`config.mk`:
```
export PLATFORM = sky130hd
export DESIGN_NAME = trng_stream
export DESIGN_NICKNAME = d
export VERILOG_FILES = /design/src/rtl/trng_pkg.sv /design/src/rtl/trng_health.sv /design/src/rtl/trng_stream.sv
export SDC_FILE = /design/constraint.sdc
export NUM_CORES = 1
export LEC_CHECK = 0
export BUFFER_PORTS_ARGS = -buffer_cell sky130_fd_sc_hd__buf_2
export CORE_MARGIN = 1
export CORE_UTILIZATION = 29
export CTS_CLUSTER_SIZE = 16
export DETAILED_ROUTE_END_ITERATION = 12
export PLACE_DENSITY = 0.51
export SYNTH_ARGS = -nofsm -noshare
export SYNTH_HDL_FRONTEND = slang
export SYNTH_HIERARCHICAL = 1
export SYNTH_SLANG_ARGS = --single-unit
```
`constraint.sdc`:
```
create_clock -name clk -period 3.2 [get_ports clk]
set_input_delay 0.16 -clock clk [delete_from_list [all_inputs] [get_ports clk]]
set_output_delay 0.16 -clock clk [all_outputs]
set_load 0.02 [all_outputs]
```
`src/rtl/trng_pkg.sv`:
```
// Shared types and constants for the TRNG stream generator.
package trng_pkg;

    typedef enum logic [1:0] {
        IDLE   = 2'd0,
        WARMUP = 2'd1,
        RUN    = 2'd2,
        FAULT  = 2'd3
    } trng_state_e;

    localparam logic [7:0] TRNG_DEFAULT_TAPS = 8'hB8;

endpackage

```
`src/rtl/trng_health.sv`:
```
// Repetition-count health test: flags a run of RCT_LIMIT identical accepted bits.
module trng_health #(
    parameter int unsigned RCT_LIMIT = 32
) (
    input  logic clk,
    input  logic reset,
    input  logic bit_i,
    input  logic valid_i,
    input  logic clear_i,
    output logic fail_o
);

    localparam int unsigned CW = $clog2(RCT_LIMIT + 1);

    logic [CW-1:0] run_q, run_d, run_next;
    logic          last_q, last_d;

    // Run length including the bit offered this cycle; saturates at the limit.
    always_comb begin
        if (run_q != '0 && bit_i == last_q) begin
            run_next = (run_q == CW'(RCT_LIMIT)) ? run_q : run_q + CW'(1);
        end else begin
            run_next = CW'(1);
        end
        // fail is independent of clear so the FSM can use it without a loop
        fail_o = valid_i && (run_next == CW'(RCT_LIMIT));
        run_d  = run_q;
        last_d = last_q;
        if (clear_i) begin
            run_d  = '0;
            last_d = 1'b0;
        end else if (valid_i) begin
            run_d  = run_next;
            last_d = bit_i;
        end
    end

    // Run counter and previous-bit register.
    always_ff @(posedge clk) begin
        if (reset) begin
            run_q  <= '0;
            last_q <= 1'b0;
        end else begin
            run_q  <= run_d;
            last_q <= last_d;
        end
    end

endmodule

```
`src/rtl/trng_stream.sv`:
```
// Whitened random word stream: collects entropy bits, XORs with an LFSR,
// gates output through warmup and a repetition-count health test.
module trng_stream
    import trng_pkg::*;
#(
    parameter int unsigned            WIDTH        = 8,
    parameter logic [WIDTH-1:0]       LFSR_TAPS    = WIDTH'(TRNG_DEFAULT_TAPS),
    parameter int unsigned            RCT_LIMIT    = 32,
    parameter int unsigned            WARMUP_WORDS = 4
) (
    input  logic             clk,
    input  logic             reset,
    input  logic             enable,
    input  logic             entropy_bit,
    input  logic             entropy_valid,
    input  logic             clear_fault,
    input  logic             rand_ready,
    output logic [WIDTH-1:0] rand_out,
    output logic             rand_valid,
    output logic             fault
);

    localparam int unsigned BCW = $clog2(WIDTH);
    localparam int unsigned WCW = (WARMUP_WORDS > 1) ? $clog2(WARMUP_WORDS) : 1;
    localparam trng_state_e START_ST = (WARMUP_WORDS == 0) ? RUN : WARMUP;

    trng_state_e      state_q, state_d;
    logic [WIDTH-1:0] lfsr_q, lfsr_d;
    logic [WIDTH-1:0] col_q, col_d, col_shift;
    logic [WIDTH-1:0] out_q, out_d, word;
    logic [BCW-1:0]   bcnt_q, bcnt_d;
    logic [WCW-1:0]   wcnt_q, wcnt_d;
    logic             valid_q, valid_d;
    logic             active, accept, word_done, rct_fail, going_quiet;

    assign active    = (state_q == WARMUP) || (state_q == RUN);
    assign accept    = active && entropy_valid;
    assign col_shift = {col_q[WIDTH-2:0], entropy_bit};
    assign word_done = accept && (bcnt_q == BCW'(WIDTH - 1));
    assign word      = col_shift ^ lfsr_q;

    trng_health #(
        .RCT_LIMIT (RCT_LIMIT)
    ) u_health (
        .clk     (clk),
        .reset   (reset),
        .bit_i   (entropy_bit),
        .valid_i (accept),
        .clear_i (!active || going_quiet),
        .fail_o  (rct_fail)
    );

    // Next-state logic; health failure outranks enable dropping.
    always_comb begin
        state_d = state_q;
        case (state_q)
            IDLE:   if (enable) state_d = START_ST;
            WARMUP: begin
                if (rct_fail)     state_d = FAULT;
                else if (!enable) state_d = IDLE;
                else if (word_done && wcnt_q == WCW'(WARMUP_WORDS - 1)) state_d = RUN;
            end
            RUN: begin
                if (rct_fail)     state_d = FAULT;
                else if (!enable) state_d = IDLE;
            end
            FAULT:  if (clear_fault) state_d = enable ? START_ST : IDLE;
            default: state_d = IDLE;
        endcase
    end

    assign going_quiet = (state_d == IDLE) || (state_d == FAULT);

    // Collector, counters and output handshake.
    always_comb begin
        col_d   = col_q;
        bcnt_d  = bcnt_q;
        wcnt_d  = wcnt_q;
        out_d   = out_q;
        valid_d = valid_q;
        if (going_quiet) begin
            col_d   = '0;
            bcnt_d  = '0;
            wcnt_d  = '0;
            valid_d = 1'b0;
        end else begin
            if (accept) begin
                col_d  = col_shift;
                bcnt_d = word_done ? '0 : bcnt_q + BCW'(1);
            end
            if (state_q == WARMUP && word_done) wcnt_d = wcnt_q + WCW'(1);
            if (state_q == RUN && word_done && (!valid_q || rand_ready)) begin
                out_d   = word;
                valid_d = 1'b1;
            end else if (valid_q && rand_ready) begin
                valid_d = 1'b0;
            end
        end
    end

    // Galois LFSR step with all-zero lock-up escape.
    always_comb begin
        lfsr_d = lfsr_q;
        if (lfsr_q == '0)  lfsr_d = '1;
        else if (enable)   lfsr_d = lfsr_q[0] ? ((lfsr_q >> 1) ^ LFSR_TAPS) : (lfsr_q >> 1);
    end

    // State registers.
    always_ff @(posedge clk) begin
        if (reset) begin
            state_q <= IDLE;
            lfsr_q  <= '1;
            col_q   <= '0;
            bcnt_q  <= '0;
            wcnt_q  <= '0;
            out_q   <= '0;
            valid_q <= 1'b0;
        end else begin
            state_q <= state_d;
            lfsr_q  <= lfsr_d;
            col_q   <= col_d;
            bcnt_q  <= bcnt_d;
            wcnt_q  <= wcnt_d;
            out_q   <= out_d;
            valid_q <= valid_d;
        end
    end

    assign rand_out   = out_q;
    assign rand_valid = valid_q;
    assign fault      = (state_q == FAULT);

endmodule
```
# ---- After elaboration in Yosys (flattened, before gate mapping)
# Cells that the tools add are included.
dict set report totals {
  ff_bits 38
  in_bits 7
  elab_cells 63
}
dict set report classes {
  n_addsub 3
  eq_ne 9
  mux 15
  bitwise 3
  reduce_logical 24
}
# operator n
set ops {}
lappend ops {{two-way mux 2 bit} 7}
lappend ops {{equality test 6 bit, second input constant} 2}
lappend ops {{two-way mux 6 bit} 2}
lappend ops {{logical AND 1 bit} 9}
lappend ops {{equality test 2 bit, second input constant} 4}
lappend ops {{zero test 8 bit} 1}
lappend ops {{two-way mux 8 bit} 1}
lappend ops {{case mux 2 bit (4 select lines)} 1}
lappend ops {{XOR 8 bit} 1}
lappend ops {{adder 6 x 1 -> 6 bit, second input constant} 1}
lappend ops {{nonzero test 6 bit} 1}
lappend ops {{OR reduction 2 bit} 3}
lappend ops {{zero test 2 bit} 2}
lappend ops {{logical OR 1 bit} 4}
lappend ops {{inverter 3 -> 4 bit} 1}
lappend ops {{adder 3 x 1 -> 3 bit, second input constant} 1}
lappend ops {{equality test 3 bit, second input constant} 1}
lappend ops {{two-way mux 1 bit} 3}
lappend ops {{two-way mux 3 bit} 1}
lappend ops {{adder 2 x 1 -> 2 bit, second input constant} 1}
lappend ops {{equality test 2 x 1 -> 1 bit, second input constant} 1}
lappend ops {{zero test 1 bit} 2}
lappend ops {{AND reduction 2 bit} 1}
lappend ops {{nonzero test 2 bit} 1}
lappend ops {{2 further kinds} 2}

# ---- Depth between registers and ports, before layout
dict set report depth {
  word_depth 13
  ltp_mapped 15
  mapped_depth_nobuf 13
}

# ---- Modules after synthesis
# Netlist, hierarchy kept.
# module n_inst cells_per_inst area_per_inst_um2 seq_area_each_um2
set modules_own_cells {}
lappend modules_own_cells {trng_stream 1 163 1545.2 620.6}
lappend modules_own_cells {trng_health 1 59 473.0 140.1}

# ---- Worst setup path before layout
# Ideal clock, no wire load.
dict set report synth_timing {
  path_kind {register to register}
  start {reg state_q[0]}
  end {reg u_health.run_q[0]}
  arrival_time_ns 3.246
  t_required_ns 3.114
  path_slack_ns -0.131
  path_stages_with_launch 16
  path_buffers 2
  path_cell_list {dfxtp_1 inv_1 ha_1 nand2_1 buf_1 inv_1 o211ai_1 a311oi_2 inv_1 nor2_1 nor4_4 xnor2_1 or2_2 or2_2 clkbuf_1 a211oi_1}
}
# item line_no
set synth_lines {}
lappend synth_lines {{start, declared} trng_stream.sv:27} ;# trng_state_e state_q, state_d;
lappend synth_lines {{start signal, assigned} trng_stream.sv:119} ;# state_q <= state_d;
lappend synth_lines {{equality test 2 x 1 -> 1 bit or equality test 2 bit (tied branches)} trng_stream.sv:36} ;# assign active = (state_q == WARMUP) || (state_q == RUN);
lappend synth_lines {{logical OR 1 bit (*)} trng_stream.sv:36}
lappend synth_lines {{logical AND 1 bit (*)} trng_stream.sv:37} ;# assign accept = active && entropy_valid;
lappend synth_lines {{named net accept} trng_stream.sv:34} ;# logic active, accept, word_done, rct_fail, going_quiet;
lappend synth_lines {{logical AND 1 bit (*)} trng_health.sv:26} ;# fail_o = valid_i && (run_next == CW'(RCT_LIMIT));
lappend synth_lines {{named net rct_fail} trng_stream.sv:34}
lappend synth_lines {{two-way mux 2 bit, on equally long branches} {trng_stream.sv:64, trng_stream.sv:59}}
lappend synth_lines {{case mux 2 bit (4 select lines) (*)} trng_stream.sv:56} ;# case (state_q)
lappend synth_lines {{equality test 2 bit or zero test 2 bit (tied branches)} trng_stream.sv:72} ;# assign going_quiet = (state_d == IDLE) || (state_d == FAULT);
lappend synth_lines {{logical OR 1 bit (*)} trng_stream.sv:72}
lappend synth_lines {{logical OR 1 bit (*)} trng_stream.sv:49} ;# .clear_i (!active || going_quiet),
lappend synth_lines {{OR reduction 2 bit (no line) (*)} n/a}
lappend synth_lines {{end signal, assigned} trng_health.sv:44} ;# run_q <= run_d;
lappend synth_lines {{end, declared} trng_health.sv:15} ;# logic [CW-1:0] run_q, run_d, run_next;
# The timed path passes the listed nets; every way through them passes the cells marked *.
# A chain may end at the register's enable or synchronous reset.

# ---- Final worst setup path
dict set report layout_timing {
  start {reg u_health.run_q[0]}
  end {reg u_health.run_q[0]}
}
dict set report layout_between {
  elab_chain_cells 11
}
# item line_no
set layout_lines {}
lappend layout_lines {{adder 6 x 1 -> 6 bit, or another cell as far along} trng_health.sv:21} ;# run_next = (run_q == CW'(RCT_LIMIT)) ? run_q : run_q + CW'(1);
lappend layout_lines {{two-way mux 6 bit or logical AND 1 bit (tied branches)} {trng_health.sv:21, trng_health.sv:20}}
lappend layout_lines {{two-way mux 6 bit (*)} trng_health.sv:20} ;# if (run_q != '0 && bit_i == last_q) begin
lappend layout_lines {{equality test 6 bit (*)} trng_health.sv:26}
lappend layout_lines {{logical AND 1 bit (*)} trng_health.sv:26}
lappend layout_lines {{named net rct_fail} trng_stream.sv:34}
lappend layout_lines {{two-way mux 2 bit, on equally long branches} {trng_stream.sv:64, trng_stream.sv:59}}
lappend layout_lines {{case mux 2 bit (4 select lines) (*)} trng_stream.sv:56}
lappend layout_lines {{equality test 2 bit or zero test 2 bit (tied branches)} trng_stream.sv:72}
lappend layout_lines {{logical OR 1 bit (*)} trng_stream.sv:72}
lappend layout_lines {{logical OR 1 bit (*)} trng_stream.sv:49}
lappend layout_lines {{OR reduction 2 bit (no line) (*)} n/a}
# Marked as above.

==> results.yml <==
timing:
  maxSlewHeadroom_pct: 60.3
  finalCritPeriodShare_pct: 95.3
  slew_viol_final: 0
  hold_viol_final: 0
  setup_tns_ns: 0
  min_period_ns: 3.05
  tightestPinTransition_ns: 0.596
  setup_viol: 0
  fmax_mhz: 328
  clock_skew_ns: 0.00792
power:
  p_leak_uw: 0.00101
  ir_drop_v: 0.000134
  powerDensity_nw_per_um2: 390
routing:
  drcViolationCount: 0
  drt_first_iter_violations: 37
  first_pass_iters: 4
  wl_per_cell_um: 12.1
  ant_nets: 0
  wl_um: 3930
  vias: 1539
  vias_per_cell: 4.72
logic_synthesis:
  yosys.area.top_type_share_pct: 37.7
  synth_commonest_cells: "38 x dfxtp_1, 23 x nand2_1, 16 x mux2i_1, 16 x nor2_1, 14 x nor3_1"
  yosysMostFrequentCell: "dfxtp_1"
  synth.distinct_cells: 39
  ys_ff_latch: 38
  synth_xor_area_share_pct: 7.38
  postSynth.asyncResetShare_pct: 0
  syn_area_per_cell_um2: 9.09
  synth-simple-area-share_pct: 23.1
  synth_area_leaders: "dfxtp_1 38%, mux2i_1 7.9%, xnor2_1 5.6%"
  yosys_warnings: 6
  seq_area_frac_synth_pct: 37.7
  syn-cell-area_um2: 2020
  ys.flop_type: "dfxtp_1"
  netlist_instances: 222
  synthesis.nets: 238
  synth_fa_ha_area_share_pct: 5.58
  synth_compound_area_share_pct: 8.74
  synth-edff-count: 0
  synth_top_family_by_area: "simple AND/OR/NAND/NOR gates"
  synth.largest_area_cell: "dfxtp_1"
  synth_mux_area_share_pct: 13.5
place:
  dp_cells: 314
  dp_hpwl_um: 2860
  io_buffers: 16
  gp_congestion: 0.802
global_route:
  grt.overflow.total: 0
  antenna_found_initial: 0
  grt_usage_pct: 11.5
  grt_pass1_vias: 1460
  grt_max_degree: 34
  grt_pass1_wl_um: 6670
floorplan:
  ios: 17
  core_um2: 6760
  fp-row-count: 30
  die-area_um2: 7300
  die_w_um: 85.4
  start_util_pct: 29.9
  die_h_um: 85.4
job:
  cap_violations: 0
clock_tree:
  cts.sinks: 38
  clock-root-buffer: "clkbuf_8"
  numCtsBuffers: 5
  insertion_delay_ns: 0.29
  holdBufCountCts: 0
  clk_pin_slew_ns: 0.07
  htreeDepth: 2
  cts.path.max_buffers: 2
  cts_tree: "built"
final_layout:
  regArea_um2: 766
  antenna_cells: 0
  drive_above_1_share_pct: 22.4
  syn_to_final_growth_pct: 17.1
  layout.cells.non_filler: 326
  num-fill-cells: 725
  finalNetCount: 261
  final_core_util_pct: 35.0
  multi_input_area_um2: 1210
hold_path:
  min_from: "rand_ready"
  hold_class: "primary input to flop"
critical_path:
  cp-start-kind: "flop"
  worstPathRequired_ns: 3.41
  endpoint_kind: "flop"
  cp_max_fo: 7
  cp-startpoint: "u_health/run_q[0]$_SDFFE_PP0P_"
  crit_type: "flop to flop"
  r2r_start: "u_health/run_q[0]$_SDFFE_PP0P_"
  critPathArrivalTime_ns: 3.26
run_status:
  status: "completed"
## state kept, by name, summed over array words and instances (netlist names)
register         flops
state_q              2
u_health/last_q      1
col_q                7
rand_out             8
lfsr_q               8
bcnt_q               3
u_health/run_q       6
wcnt_q               2
rand_valid           1
## final timing paths
path	to	slack, ns	cells after the start
hold / removal	rand_valid$_SDFFE_PP0P_	0.19	3
setup / recovery	u_health/run_q[0]$_SDFFE_PP0P_	0.15	11
setup reg to reg	u_health/run_q[0]$_SDFFE_PP0P_	0.15	11
hold reg to reg	u_health/run_q[1]$_SDFFE_PP0P_	0.50	2
## metal layers
| metal | vias up | GRT usage (%) | share of wire [%] |
|---|---|---|---|
| met5 | - | 0 | 0 |
| met4 | 0 | 4.55 | 1.3 |
| met3 | 5 | 2.63 | 2.3 |
| met2 | 11 | 19.6 | 48 |
| met1 | 708 | 13.9 | 49 |
| li1 | 815 | - | - |
## per-stage QoR
step,area [µm²],hold WS (ns),setup WS [ns],power [µW]
global placement,2200,0.498,0.117,585
finish,2360,0.190,0.149,923
CTS,2290,0.186,0.0281,936
detailed placement,2200,0.498,0.0551,585
floorplan,2020,0.293,0.109,559
global route,2360,0.206,-0.0149,965
## layout by cell type (no fill, tap or decap), types with 3 or more instances in the layout
| cell | instances |
|---|---|
| nor3_1 | 14 |
| ha_1 | 8 |
| o21ai_0 | 5 |
| clkbuf_8 | 6 |
| a21oi_1 | 8 |
| dfxtp_1 | 36 |
| nand2_1 | 23 |
| inv_1 | 8 |
| o211ai_1 | 3 |
| buf_2 | 16 |
| mux2_2 | 8 |
| nand3_1 | 5 |
| nor2b_1 | 10 |
| mux2i_1 | 16 |
| buf_4 | 10 |
| nor2_1 | 16 |
| xnor2_1 | 12 |
| a31oi_1 | 3 |
| xor2_1 | 4 |
| nor4_1 | 4 |
## where the power goes
group / switching (µW) / internal (µW)
registers: 7.61 / 478
clock network: 172 / 173
logic: 52.2 / 39.4
## area by class of cell
cell class	count	area share (%)
Multi-Input combinational cell	165	51.3
Sequential cell	38	32.4
Timing Repair Buffer	26	6.56
Tap cell	80	4.24
Clock buffer	6	3.49
Inverter	9	1.43
Clock inverter	2	0.529
## logic make-up (layout without fill, tap and decap cells)
logic type | Yosys count | count (layout)
simple gates | 87 | 87
flops | 38 | 38
compound gates | 27 | 27
mux | 25 | 25
buf+inv | 19 | 43
xor+xnor | 17 | 17
fa+ha+maj | 9 | 9
## worst max-delay path, cell delays in order (launching register included)
cell      delay, ns
dfxtp_4        0.37
ha_1           0.24
and3_1         0.24
or4_4          0.44
a311oi_4       0.34
nor2_1         0.08
o211ai_1       0.26
nand2_1        0.16
xnor2_2        0.16
or2_2          0.28
or2_4          0.27
a211oi_2       0.13
## repair_timing
action	in CTS	in global routing
resized for setup	0	10
endpoints found under the hold margin	0	0
buffers inserted	0	4
endpoints found under the setup margin	0	15
Power figures use the tool's default switching activity.
